### src/rtl/serial_word_adder_pkg.sv
// Shared definitions for the digit-serial adder: FSM encoding and counter sizing.
package serial_adder_pkg;

  typedef enum logic {
    IDLE = 1'b0,
    RUN  = 1'b1
  } state_t;

  // Digit counter width; a single-digit configuration still needs one bit.
  function automatic int cnt_width(input int ndig);
    return (ndig <= 2) ? 1 : $clog2(ndig);
  endfunction

endpackage

### src/rtl/serial_word_adder_digit_adder.sv
// Combinational DIGIT-bit ripple adder built from full adders; also exposes the
// carry entering its top bit so the caller can derive signed overflow.
module full_adder (
  input  logic a,
  input  logic b,
  input  logic ci,
  output logic s,
  output logic co
);
  assign s  = a ^ b ^ ci;
  assign co = (a & b) | (ci & (a ^ b));
endmodule

module digit_adder #(
  parameter int DIGIT = 4
) (
  input  logic [DIGIT-1:0] a,
  input  logic [DIGIT-1:0] b,
  input  logic             cin,
  output logic [DIGIT-1:0] s,
  output logic             cout,
  output logic             c_top
);
  logic [DIGIT:0] c;

  assign c[0] = cin;

  for (genvar i = 0; i < DIGIT; i++) begin : g_fa
    full_adder u_fa (
      .a  (a[i]),
      .b  (b[i]),
      .ci (c[i]),
      .s  (s[i]),
      .co (c[i+1])
    );
  end

  assign cout  = c[DIGIT];
  assign c_top = c[DIGIT-1];
endmodule

### src/rtl/serial_word_adder.sv
// Multi-cycle add/subtract processing one DIGIT-bit slice per clock, LSB first.
// done pulses NDIG edges after acceptance; start is ignored while busy.
module serial_word_adder
  import serial_adder_pkg::*;
#(
  parameter int WIDTH = 16,
  parameter int DIGIT = 4
) (
  input  logic             clk,
  input  logic             rst,
  input  logic             start,
  input  logic             sub,
  input  logic [WIDTH-1:0] a,
  input  logic [WIDTH-1:0] b,
  input  logic             cin,
  output logic             busy,
  output logic             done,
  output logic [WIDTH-1:0] sum,
  output logic             cout,
  output logic             ovf
);
  localparam int NDIG = WIDTH / DIGIT;
  localparam int KW   = cnt_width(NDIG);

  state_t           state_q, state_d;
  logic [KW-1:0]    k_q, k_d;
  logic [WIDTH-1:0] a_q, a_d, b_q, b_d, res_q, res_d, sum_q, sum_d;
  logic             carry_q, carry_d, busy_q, busy_d, done_q, done_d;
  logic             cout_q, cout_d, ovf_q, ovf_d;

  logic [DIGIT-1:0] dsum;
  logic             dcout, dctop;
  logic [WIDTH-1:0] res_shift;

  digit_adder #(.DIGIT(DIGIT)) u_digit (
    .a     (a_q[DIGIT-1:0]),
    .b     (b_q[DIGIT-1:0]),
    .cin   (carry_q),
    .s     (dsum),
    .cout  (dcout),
    .c_top (dctop)
  );

  // New digit enters at the top; after NDIG shifts the word is LSB-aligned.
  assign res_shift = WIDTH'({dsum, res_q} >> DIGIT);

  always_comb begin
    state_d = state_q;
    k_d     = k_q;
    a_d     = a_q;
    b_d     = b_q;
    res_d   = res_q;
    carry_d = carry_q;
    busy_d  = busy_q;
    done_d  = 1'b0;
    sum_d   = sum_q;
    cout_d  = cout_q;
    ovf_d   = ovf_q;
    case (state_q)
      IDLE: begin
        if (start) begin
          a_d     = a;
          b_d     = sub ? ~b : b;
          carry_d = sub ? 1'b1 : cin;
          k_d     = '0;
          busy_d  = 1'b1;
          state_d = RUN;
        end
      end
      RUN: begin
        a_d     = a_q >> DIGIT;
        b_d     = b_q >> DIGIT;
        carry_d = dcout;
        res_d   = res_shift;
        if (k_q == KW'(NDIG - 1)) begin
          k_d     = '0;
          busy_d  = 1'b0;
          done_d  = 1'b1;
          sum_d   = res_shift;
          cout_d  = dcout;
          ovf_d   = dcout ^ dctop;
          state_d = IDLE;
        end else begin
          k_d = k_q + 1'b1;
        end
      end
      default: state_d = IDLE;
    endcase
  end

  always_ff @(posedge clk or posedge rst) begin
    if (rst) begin
      state_q <= IDLE;
      k_q     <= '0;
      a_q     <= '0;
      b_q     <= '0;
      res_q   <= '0;
      carry_q <= 1'b0;
      busy_q  <= 1'b0;
      done_q  <= 1'b0;
      sum_q   <= '0;
      cout_q  <= 1'b0;
      ovf_q   <= 1'b0;
    end else begin
      state_q <= state_d;
      k_q     <= k_d;
      a_q     <= a_d;
      b_q     <= b_d;
      res_q   <= res_d;
      carry_q <= carry_d;
      busy_q  <= busy_d;
      done_q  <= done_d;
      sum_q   <= sum_d;
      cout_q  <= cout_d;
      ovf_q   <= ovf_d;
    end
  end

  assign busy = busy_q;
  assign done = done_q;
  assign sum  = sum_q;
  assign cout = cout_q;
  assign ovf  = ovf_q;
endmodule

### config.mk
export PLATFORM = sky130hd
export DESIGN_NAME = serial_word_adder
export DESIGN_NICKNAME = d
export VERILOG_FILES = /design/src/rtl/serial_word_adder_pkg.sv /design/src/rtl/serial_word_adder_digit_adder.sv /design/src/rtl/serial_word_adder.sv
export SDC_FILE = /design/constraint.sdc
export NUM_CORES = 1
export LEC_CHECK = 0
export BUFFER_PORTS_ARGS = -buffer_cell sky130_fd_sc_hd__buf_4
export CAP_MARGIN = 0
export CORE_ASPECT_RATIO = 1.4
export CORE_MARGIN = 5
export CORE_UTILIZATION = 30
export DETAILED_ROUTE_END_ITERATION = 16
export GPL_ROUTABILITY_DRIVEN = 0
export PLACE_DENSITY = 0.53
export SLEW_MARGIN = 20
export SYNTH_ARGS = -nofsm -noshare
export SYNTH_HDL_FRONTEND = slang
export SYNTH_SLANG_ARGS = --single-unit
export TNS_END_PERCENT = 10
### constraint.sdc
create_clock -name clk -period 2.83 [get_ports clk]
set_input_delay 0.4245 -clock clk [delete_from_list [all_inputs] [get_ports clk]]
set_output_delay 0.4245 -clock clk [all_outputs]
set_load 0.005 [all_outputs]
## Word level (Yosys, flattened, before mapping)

Index checks and enable logic that the tools add are counted.

- Register bits after elaboration: 72
- Output and inout bits: 20
- Input port bits: 37
- Logic and storage cells: 59

- Add/subtract/negate cells: 1
- Bitwise operators: 23
- Reduce and logical (&&, ||, !) cells: 2
- Equal/unequal tests: 3
- Mux-type cells: 19

Operators by type and width:

| cell | number |
|---|---|
| 16-bit one-hot mux with 2 select lines | 2 |
| 16-bit 2-to-1 mux | 3 |
| 16-bit inverter | 1 |
| 1-bit XOR | 9 |
| 1-bit bitwise AND | 8 |
| 1-bit 2-to-1 mux | 8 |
| 1-bit one-hot mux with 2 select lines | 3 |
| 2-bit 2-to-1 mux | 2 |
| 1-bit OR | 4 |
| 2-bit one-hot mux with 2 select lines | 1 |
| 2-bit AND reduction | 2 |
| 2-bit by 1-bit adder with 2-bit output, second input constant | 1 |
| 2-bit equality test, second input constant | 1 |
| 2-bit by 1-bit != test with 1-bit output, second input constant | 1 |
| 2-bit != test, second input constant | 1 |
| 1-bit inverter | 1 |

## Longest topological paths before layout

Gate-level depths: netlist of the first run.

- Word-level depth: 10
- Gate-level depth with buffers: 9
- Mapped depth without buffers: 9

## Modules after synthesis

A second synthesis of the first run with hierarchy kept.

- Cells, all modules: 238
- Area, all modules: 3,128.0 um^2

Modules (own cells, without submodules):

| module | sequential area each (um^2) | cells each | times used | area an instance (um^2) |
|---|---|---|---|---|
| serial_word_adder | 1,701.6 | 234 | 1 | 3,047.9 |
| full_adder | 0.0 | 1 | 4 | 20.0 |

## Worst setup path after synthesis of the first run

Ideal clock, no wire load.

- Path type: reg2reg
- Start point: register carry_q
- End point: register ovf_q, in the netlist ovf
- Clock period less this slack: 2.158 ns
- Arrival time: 2.033 ns
- Path buffers: 0
- Library setup time: 0.125 ns
- Data required time: 2.705 ns
- Slack: 0.672 ns
- Cell stages (with the launch flop): 10
- Cell sequence: dfrtp_1 > inv_1 > fa_1 > inv_1 > fa_1 > fa_1 > inv_1 > fa_1 > xnor2_1 > mux2_2

- Cells in the longest elaborated chain, start to end: 9

RTL lines:

| element | line | RTL |
|---|---|---|
| start, declared | serial_word_adder.sv:28 | `logic carry_q, carry_d, busy_q, busy_d, done_q, done_d;` |
| start signal, assigned | serial_word_adder.sv:110 | `carry_q <= carry_d;` |
| 1-bit bitwise AND * | serial_word_adder_digit_adder.sv:11 | `assign co = (a & b) \| (ci & (a ^ b));` |
| 1-bit OR * | serial_word_adder_digit_adder.sv:11 |  |
| 1-bit bitwise AND * | serial_word_adder_digit_adder.sv:11 |  |
| 1-bit OR * | serial_word_adder_digit_adder.sv:11 |  |
| 1-bit bitwise AND * | serial_word_adder_digit_adder.sv:11 |  |
| 1-bit OR * | serial_word_adder_digit_adder.sv:11 |  |
| 1-bit bitwise AND | serial_word_adder_digit_adder.sv:11 |  |
| 1-bit OR | serial_word_adder_digit_adder.sv:11 |  |
| 1-bit XOR * | serial_word_adder.sv:81 | `ovf_d = dcout ^ dctop;` |
| end signal, assigned | serial_word_adder.sv:115 | `ovf_q <= ovf_d;` |
| end, declared | serial_word_adder.sv:29 | `logic cout_q, cout_d, ovf_q, ovf_d;` |

Every way passes the cells marked *; elsewhere a longest branch is shown, timed or not.
A chain may end at the register's enable or synchronous reset.

## Final worst setup path of the first run

Same ends and word-level chain as after synthesis.

==> impl_metrics.tcl, run 1 <==
set metrics [dict create \
    outcome "complete, no violations" \
    dpl.hpwl_um 4110 \
    dieHeight_um 129 \
    drt_wl_total_um 5900 \
    cts_buffers 9 \
    fillers 989 \
    drv_cap 0 \
    start_util_pct 30.7 \
    port-buffer-count 56 \
    skew_ns 0.00441 \
    yosysWarnings 0 \
    routedWlPerCell_um 13.4 \
    worstMarginPinSlew_ns 0.737 \
    dr.pass1.iters 4 \
    cp.required_ns 3.03 \
    fin_setup_tns_ns 0 \
    drv_slew 0 \
    dieArea_mm2 0.0123 \
    cts_hold_buf 0 \
    synth_seq_area_share_pct 55.7 \
    track_usage_pct 10.5 \
    area_growth_pct 26.2 \
    crit_arrival_ns 2.47 \
    synth_cell_types 31 \
    num_rows 43 \
    core_area_mm2 0.00995 \
    overflow 0 \
    grt_pass1_wl_um 9890 \
    crit_chain "inv_1 > fa_1 > inv_1 > fa_1 > fa_1 > inv_1 > fa_1 > xnor2_1 > mux2_2" \
    cts_tree "built" \
    power_density_mw_per_mm2 1020 \
    drive_gt1_share_pct 34.2 \
    drc 0 \
    rsz0062_at_grt "no" \
    avgSynthCellArea_um2 12.4 \
    syn_area_mm2 0.00306 \
    insertion_delay_ns 0.32 \
    cp_max_fo 3 \
    min_period_ns 2.27 \
    cts_resized 0 \
    design_area_mm2 0.00385 \
    clockBufferDepth 2 \
    synth_top_area_cell "dfrtp_1" \
    max_freq_ghz 0.440 \
    syn_inst 247 \
    grt_pass1_vias 1988 \
    drt_iter0_markers 72 \
    path_clk_slew_ns 0.05 \
    grt_use_met3_pct 2.96 \
    p_leak_nw 1.78 \
    ir_worst_vdd_uv 408 \
    path_class "reg -> reg" \
    fin_crit_sh_pct 80.2 \
    total_power_mw 3.93 \
    met1_usage_pct 13.5 \
    ant_nets 0 \
    critPathLaunchType "flop" \
    finalSetupViolCount 0 \
    fin_util_pct 38.7 \
    cts_sinks 68 \
    whs_ns 0.240 \
    place_area_mm2 0.00356 \
    die_x_um 95.3 \
    busiest_layer "met2" \
    hold_path_class "in -> async" \
    synth_area_leaders "dfrtp_1, mux2_2, mux2i_1, xnor2_1, fa_1" \
    relSlewSlack_pct 50.8 \
    synth_top_area_share_pct 55.7 \
    grt_max_degree 58 \
    critPathMaxStageDelay_ns 0.43 \
    ios 57 \
    ys_ff_latch 68 \
    hold_viol 0 \
    vias 1900 \
    postCtsSetupRepairBufs 0 \
    diodes 0 \
    cts_root_buf "clkbuf_16" \
    crit_path_frequent_cell "fa_1" \
    ctsHtreeMaxLevel 3 \
    grt_antenna_before_repair 0 \
    vias_per_cell 4.33 \
    use_met2_pct 16.6 \
    endpoint_kind "flop" \
    critPathSlowestCell "fa_1" \
    final_nets 342 \
    syn_nets 289 \
]
## through the flow
stage                     std cells  worst slack [ns]
final                           439             0.559
after detailed placement        424             0.561
after global placement          424             0.607
after floorplan                 247             0.672
after global routing            439             0.438
after CTS                       439             0.554
## cells in the mapped netlist
master / instances
a211oi_1: 4
ha_1: 1
mux2_2: 25
and2_0: 4
nand2b_1: 1
o211ai_1: 8
a221o_1: 4
xnor2_1: 13
o21ai_0: 13
buf_4: 2
nand2_1: 21
xor2_1: 4
or3b_1: 4
a21o_1: 1
fa_1: 4
o22ai_1: 1
clkbuf_1: 1
inv_1: 10
mux2i_1: 17
nor3b_1: 1
a21oi_1: 6
dfrtp_1: 68
a22o_1: 1
buf_6: 5
or3b_2: 5
buf_1: 1
nor2b_1: 1
nor2_1: 12
inv_4: 1
buf_2: 7
o21bai_1: 1
## logic make-up after synthesis
group | count (synthesis) | synth area share [%]
AO/OA/AOI/OAI | 39 | 8.35
XOR/XNOR | 17 | 4.87
adder cells (fa/ha/maj) | 5 | 3.03
buffers and inverters | 27 | 5.16
flip-flops | 68 | 55.7
multiplexers | 42 | 14.8
AND/OR/NAND/NOR | 49 | 8.11
## cell type report
type	instances	area, µm²	share of cell area, %
flip-flops and latches	68	1700	44.2
clock buffers	13	260	6.75
inverters	11	43.8	1.14
clock inverters	2	35.0	0.909
repair buffers	58	448	11.6
well taps	135	169	4.38
multi-input cells	152	1200	31.0
## critical path, delay by kind of cell (launching register included)
| family | cells | cell delay (ns) |
|---|---|---|
| DFF | 1 | 0.34 |
| xor gates and xnor gates | 1 | 0.15 |
| buffers and inverters | 3 | 0.19 |
| adders and majority gates | 4 | 1.22 |
| muxes | 1 | 0.25 |
## where the power goes
| group | total, mW | switching [mW] | internal, mW |
|---|---|---|---|
| Clock | 1.09 | 0.371 | 0.723 |
| Sequential | 1.64 | 0.252 | 1.39 |
| Combinational | 1.20 | 0.507 | 0.690 |
| Total | 3.93 | 1.13 | 2.80 |
## worst paths after layout
check	start	endpoint	cells after the start	slack [ns]
max	carry_q	ovf	9	0.56
min	rst	res_q[13]	2	0.24
max reg2reg	carry_q	ovf	9	0.56
min reg2reg	a_q[9]	a_q[5]	2	0.48
max in group asynchronous	rst	ovf	3	1.95
min in group clk	a[15]	a_q[15]	3	0.34
## layout by cell type, fill, tap and decap left out
cell / synthesis / final
a211oi_1: 4 / 4
a21o_1: 1 / 1
a21oi_1: 6 / 6
a221o_1: 4 / 4
a22o_1: 1 / 1
and2_0: 4 / 4
buf_12: 0 / 1
buf_4: 2 / 57
bufinv_16: 0 / 1
clkbuf_1: 1 / 2
clkbuf_16: 0 / 9
clkbuf_8: 0 / 2
clkinv_2: 0 / 1
dfrtp_1: 68 / 67
dfrtp_2: 0 / 1
fa_1: 4 / 4
ha_1: 1 / 1
inv_1: 10 / 9
inv_2: 0 / 1
inv_4: 1 / 1
mux2_2: 25 / 25
mux2i_1: 17 / 17
nand2_1: 21 / 21
nand2b_1: 1 / 1
nor2_1: 12 / 12
nor2b_1: 1 / 1
nor3b_1: 1 / 1
o211ai_1: 8 / 8
o21ai_0: 13 / 13
o21bai_1: 1 / 1
o22ai_1: 1 / 1
or3b_1: 4 / 4
or3b_2: 5 / 5
xnor2_1: 13 / 13
xor2_1: 4 / 4
## registers in the layout, summed over array words and instances (netlist names)
register	cells
carry_q	1
res_q	12
ovf	1
a_q	16
b_q	16
state_q	1
cout	1
busy	1
sum	16
done	1
k_q	2
## per-layer routing
metal | routed length (µm) | up-vias
li1 | - | 953
met3 | 246 | 10
met2 | 2940 | 49
met5 | 0 | -
met4 | 87 | 0
met1 | 2630 | 888
No activity file was read; power rests on OpenSTA's default activity.
==> inputs of run 2 (changes only) <==
clock period = 2.3 ns   (was 2.83 ns; I/O delays follow)
==> impl_metrics.tcl, run 2 (synthesis results as in run 1) <==
set metrics [dict create \
    vias 1938 \
    cts_tree "built" \
    routedWlPerCell_um 13.9 \
    seqCellArea_mm2 0.00170 \
    drv_slew 0 \
    m1WireLength_um 2760 \
    place_area_mm2 0.00358 \
    ant_nets 0 \
    power_density_mw_per_mm2 1280 \
    multi_input_area_mm2 0.00121 \
    path_clk_slew_ns 0.06 \
    final_common_cell "dfrtp_1" \
    hold_viol 0 \
    cts_sinks 68 \
    diodes 0 \
    critPathLaunchType "flop" \
    overflow 0 \
    clockBufferDepth 2 \
    final_cell_mix "dfrtp_1, buf_4, mux2_2" \
    cts_hold_buf 0 \
    core_area_mm2 0.00995 \
    final_nets 348 \
    rr_worst_depth 9 \
    fin_crit_sh_pct 97.3 \
    track_usage_pct 10.8 \
    vias_per_cell 4.35 \
    grt_antenna_before_repair 0 \
    design_area_mm2 0.00395 \
    dpl.hpwl_um 4320 \
    worstMarginPinSlew_ns 0.687 \
    met2_length_um 3060 \
    topRoutingLayerUsed "met4" \
    grt_max_degree 50 \
    cts_root_buf "clkbuf_16" \
    p_leak_nw 1.83 \
    grt_pass1_vias 1967 \
    dieArea_mm2 0.0123 \
    dieHeight_um 129 \
    ir_worst_vdd_uv 365 \
    area_growth_pct 29.3 \
    cp_max_fo 3 \
    min_period_ns 2.24 \
    crit_arrival_ns 2.45 \
    max_freq_ghz 0.447 \
    drive_gt1_share_pct 38.9 \
    drv_cap 0 \
    die_x_um 95.3 \
    drc 0 \
    finalSetupViolCount 0 \
    relSlewSlack_pct 54.1 \
    fillers 993 \
    drt_iter0_markers 82 \
    dr_wl_met3_um 288 \
    hold_path_class "in -> async" \
    port-buffer-count 56 \
    ios 57 \
    outcome "complete, no violations" \
    cts_buffers 9 \
    grt_pass1_wl_um 9980 \
    endpoint_kind "flop" \
    dr.pass1.iters 4 \
    cp.required_ns 2.51 \
    ctsHtreeMaxLevel 3 \
    start_util_pct 30.7 \
    path_class "reg -> reg" \
    whs_ns 0.130 \
    skew_ns 0.00618 \
    insertion_delay_ns 0.32 \
    num_rows 43 \
    drt_wl_total_um 6210 \
]
[run 2: cell types whose count changed in the layout (fill, tap and decap cells not counted), sizes merged]
cell | previous run | this run
bufinv | 1 | 2
clkinvlp | 0 | 1
clkbuf | 13 | 9
clkinv | 1 | 4
buf | 58 | 64
[run 2: worst paths after layout]
path	from	endpoint	slack, ns
max	b_q[0]	ovf	0.06
min	rst	res_q[9]	0.13
max reg2reg	b_q[0]	ovf	0.06
min reg2reg	k_q[0]	k_q[0]	0.48
max in group asynchronous	rst	a_q[5]	1.53
min in group clk	a[14]	a_q[14]	0.26
[run 2: critical path: stages, from the launching register on]
cell and delay (ns):
dfrtp_1 0.34, inv_1 0.06, fa_2 0.38, inv_2 0.07
fa_2 0.20, fa_2 0.22, inv_2 0.05, fa_2 0.41
xnor2_2 0.14, mux2_2 0.26
[run 2: power breakdown]
part	total (mW)	leakage, nW	internal [mW]	switching [mW]
Sequential	2.00	0.865	1.71	0.295
Combinational	1.61	0.807	0.929	0.681
Clock	1.44	0.155	0.944	0.499
Total	5.05	1.83	3.58	1.47
[run 2: stage by stage]
stage	util, %	setup TNS (ns)	instances	total power [mW]	worst slack [ns]
finish	39.7	0	446	5.05	0.0620
global route	39.7	-0.0111	446	5.39	-0.0111
CTS	39.2	0	441	5.06	0.0465
detailed placement	36.0	-0.0298	425	3.59	-0.0298
global placement	36.0	0	425	3.54	0.0479
floorplan	-	0	247	3.01	0.142
[run 2: timing repair]
| action | CTS | global route |
|---|---|---|
| gates resized for setup | 2 | 6 |
| pin swaps | 0 | 5 |
| setup endpoints to repair | 1 | 1 |
| buffers inserted | 0 | 5 |
| hold endpoints to repair | 0 | 0 |
[run 2: area by class of cell]
| cell class | count | area share, % |
|---|---|---|
| clock buffer | 9 | 5.70 |
| clock inverter | 7 | 2.31 |
| inverter | 11 | 1.11 |
| multi-input combinational | 152 | 30.7 |
| sequential | 68 | 43.1 |
| tap | 135 | 4.27 |
| timing repair buffer | 64 | 12.8 |
[run 2: routing by layer]
layer  track usage (%)  vias to the layer above
li1                  -                      964
met1              13.6                      922
met2              17.0                       45
met3              3.02                        7
met4              4.84                        0
met5                 0                        -
==> inputs of run 3 (changes only) <==
SETUP_SLACK_MARGIN = 0.5   (was not set)
==> impl_metrics.tcl, run 3 (synthesis results as in run 1) <==
set metrics [dict create \
    outcome "complete, no violations" \
    fillers 994 \
    grt_pass1_wl_um 10100 \
    ios 57 \
    met1_usage_pct 13.1 \
    routedWlPerCell_um 14.0 \
    port-buffer-count 56 \
    post-place-ws_ns 0.147 \
    cp.required_ns 2.51 \
    ir_worst_vdd_uv 479 \
    insertion_delay_ns 0.32 \
    fin_util_pct 39.1 \
    grt_use_met3_pct 3.19 \
    dieHeight_um 129 \
    path_buf_inv 3 \
    critPathLaunchType "flop" \
    worstMarginPinSlew_ns 0.482 \
    dieArea_mm2 0.0123 \
    dpl.hpwl_um 4150 \
    postCtsSetupRepairBufs 0 \
    final_nets 342 \
    core_area_mm2 0.00995 \
    max_freq_ghz 0.465 \
    grt_max_degree 76 \
    crit_path_frequent_cell "fa_2" \
    hold_viol 0 \
    final_common_cell "dfrtp_1" \
    fin_setup_tns_ns 0 \
    overflow 0 \
    rr_startpoint "carry_q" \
    grt_pass1_vias 2029 \
    critPathMaxStageDelay_ns 0.37 \
    drc 0 \
    drt_iter0_markers 76 \
    dr.pass1.iters 4 \
    ctsHtreeMaxLevel 3 \
    cts_resized 0 \
    cts_sinks 68 \
    num_rows 43 \
    path_clk_slew_ns 0.06 \
    diodes 0 \
    min_period_ns 2.15 \
    cts_buffers 9 \
    crit_family "adder cells" \
    fin_crit_sh_pct 93.5 \
    cts_tree "built" \
    setup_ws_ns 0.150 \
    use_met2_pct 17.7 \
    cts_hold_buf 0 \
    cp_max_fo 3 \
    busiest_layer "met2" \
    area_growth_pct 27.3 \
    crit_chain "inv_2 > fa_2 > inv_2 > fa_2 > fa_2 > inv_2 > fa_2 > xnor2_1 > mux2_2" \
    ant_nets 0 \
    drv_cap 0 \
    crit_start "carry_q" \
    cts_root_buf "clkbuf_16" \
    hold_path_class "in -> async" \
    drive_gt1_share_pct 37.7 \
    critPathSlowestCell "fa_2" \
    endpoint_kind "flop" \
    crit_arrival_ns 2.36 \
    critical_path_depth 9 \
    rr_worst_depth 9 \
    die_x_um 95.3 \
    power_density_mw_per_mm2 1260 \
    p_leak_nw 1.77 \
    drv_slew 0 \
    drt_wl_total_um 6180 \
    grt_antenna_before_repair 0 \
    vias_per_cell 4.49 \
    skew_ns 0.00382 \
    vias 1976 \
    start_util_pct 30.7 \
    final_cell_mix "dfrtp_1, buf_4, mux2_2" \
    rsz0062_at_grt "yes" \
    finalSetupViolCount 0 \
    clockBufferDepth 2 \
    relSlewSlack_pct 67.9 \
    track_usage_pct 10.8 \
    path_class "reg -> reg" \
]
## run 3: through the flow
step	hold WS (ns)	std cells	cell area, µm²	power [mW]
after floorplan	0.444	247	3070	3.03
after global placement	0.464	424	3590	3.56
after detailed placement	0.469	424	3590	3.62
after CTS	0.138	440	3890	5.01
after global routing	0.149	440	3890	5.27
final	0.109	440	3890	4.91
## run 3: cell type report
class	count	area (µm²)	area share, %
clock buffers	10	239	6.15
clock inverters	6	63.8	1.64
inverters	11	47.5	1.22
multi-input cells	152	1210	31.0
flip-flops and latches	68	1700	43.8
well taps	135	169	4.34
repair buffers	58	460	11.8
## run 3: where the power goes
part	switching [mW]	internal, mW	total [mW]
sequential	0.278	1.71	1.99
clock	0.500	0.866	1.37
combinational	0.682	0.879	1.56
total	1.46	3.45	4.91
## run 3: path summary, 6_finish.rpt
| kind | slack (ns) | end |
|---|---|---|
| max | 0.15 | ovf |
| min | 0.11 | sum[9] |
| max reg2reg | 0.15 | ovf |
| min reg2reg | 0.48 | a_q[5] |
| max in group asynchronous | 1.89 | sum[3] |
| min in group clk | 0.26 | a_q[15] |
## run 3: per-layer routing
| metal | vias to the layer above | share of wire, % |
|---|---|---|
| met5 | - | 0 |
| met4 | 0 | 1.1 |
| met3 | 6 | 5.4 |
| met2 | 57 | 51 |
| met1 | 964 | 42 |
| li1 | 949 | - |
## run 3: worst reg2reg max path: stages (launching register included)
cell     delay (ns)
dfrtp_1        0.35
inv_2          0.05
fa_2           0.37
inv_2          0.06
fa_2           0.18
fa_2           0.22
inv_2          0.04
fa_2           0.36
xnor2_1        0.14
mux2_2         0.25
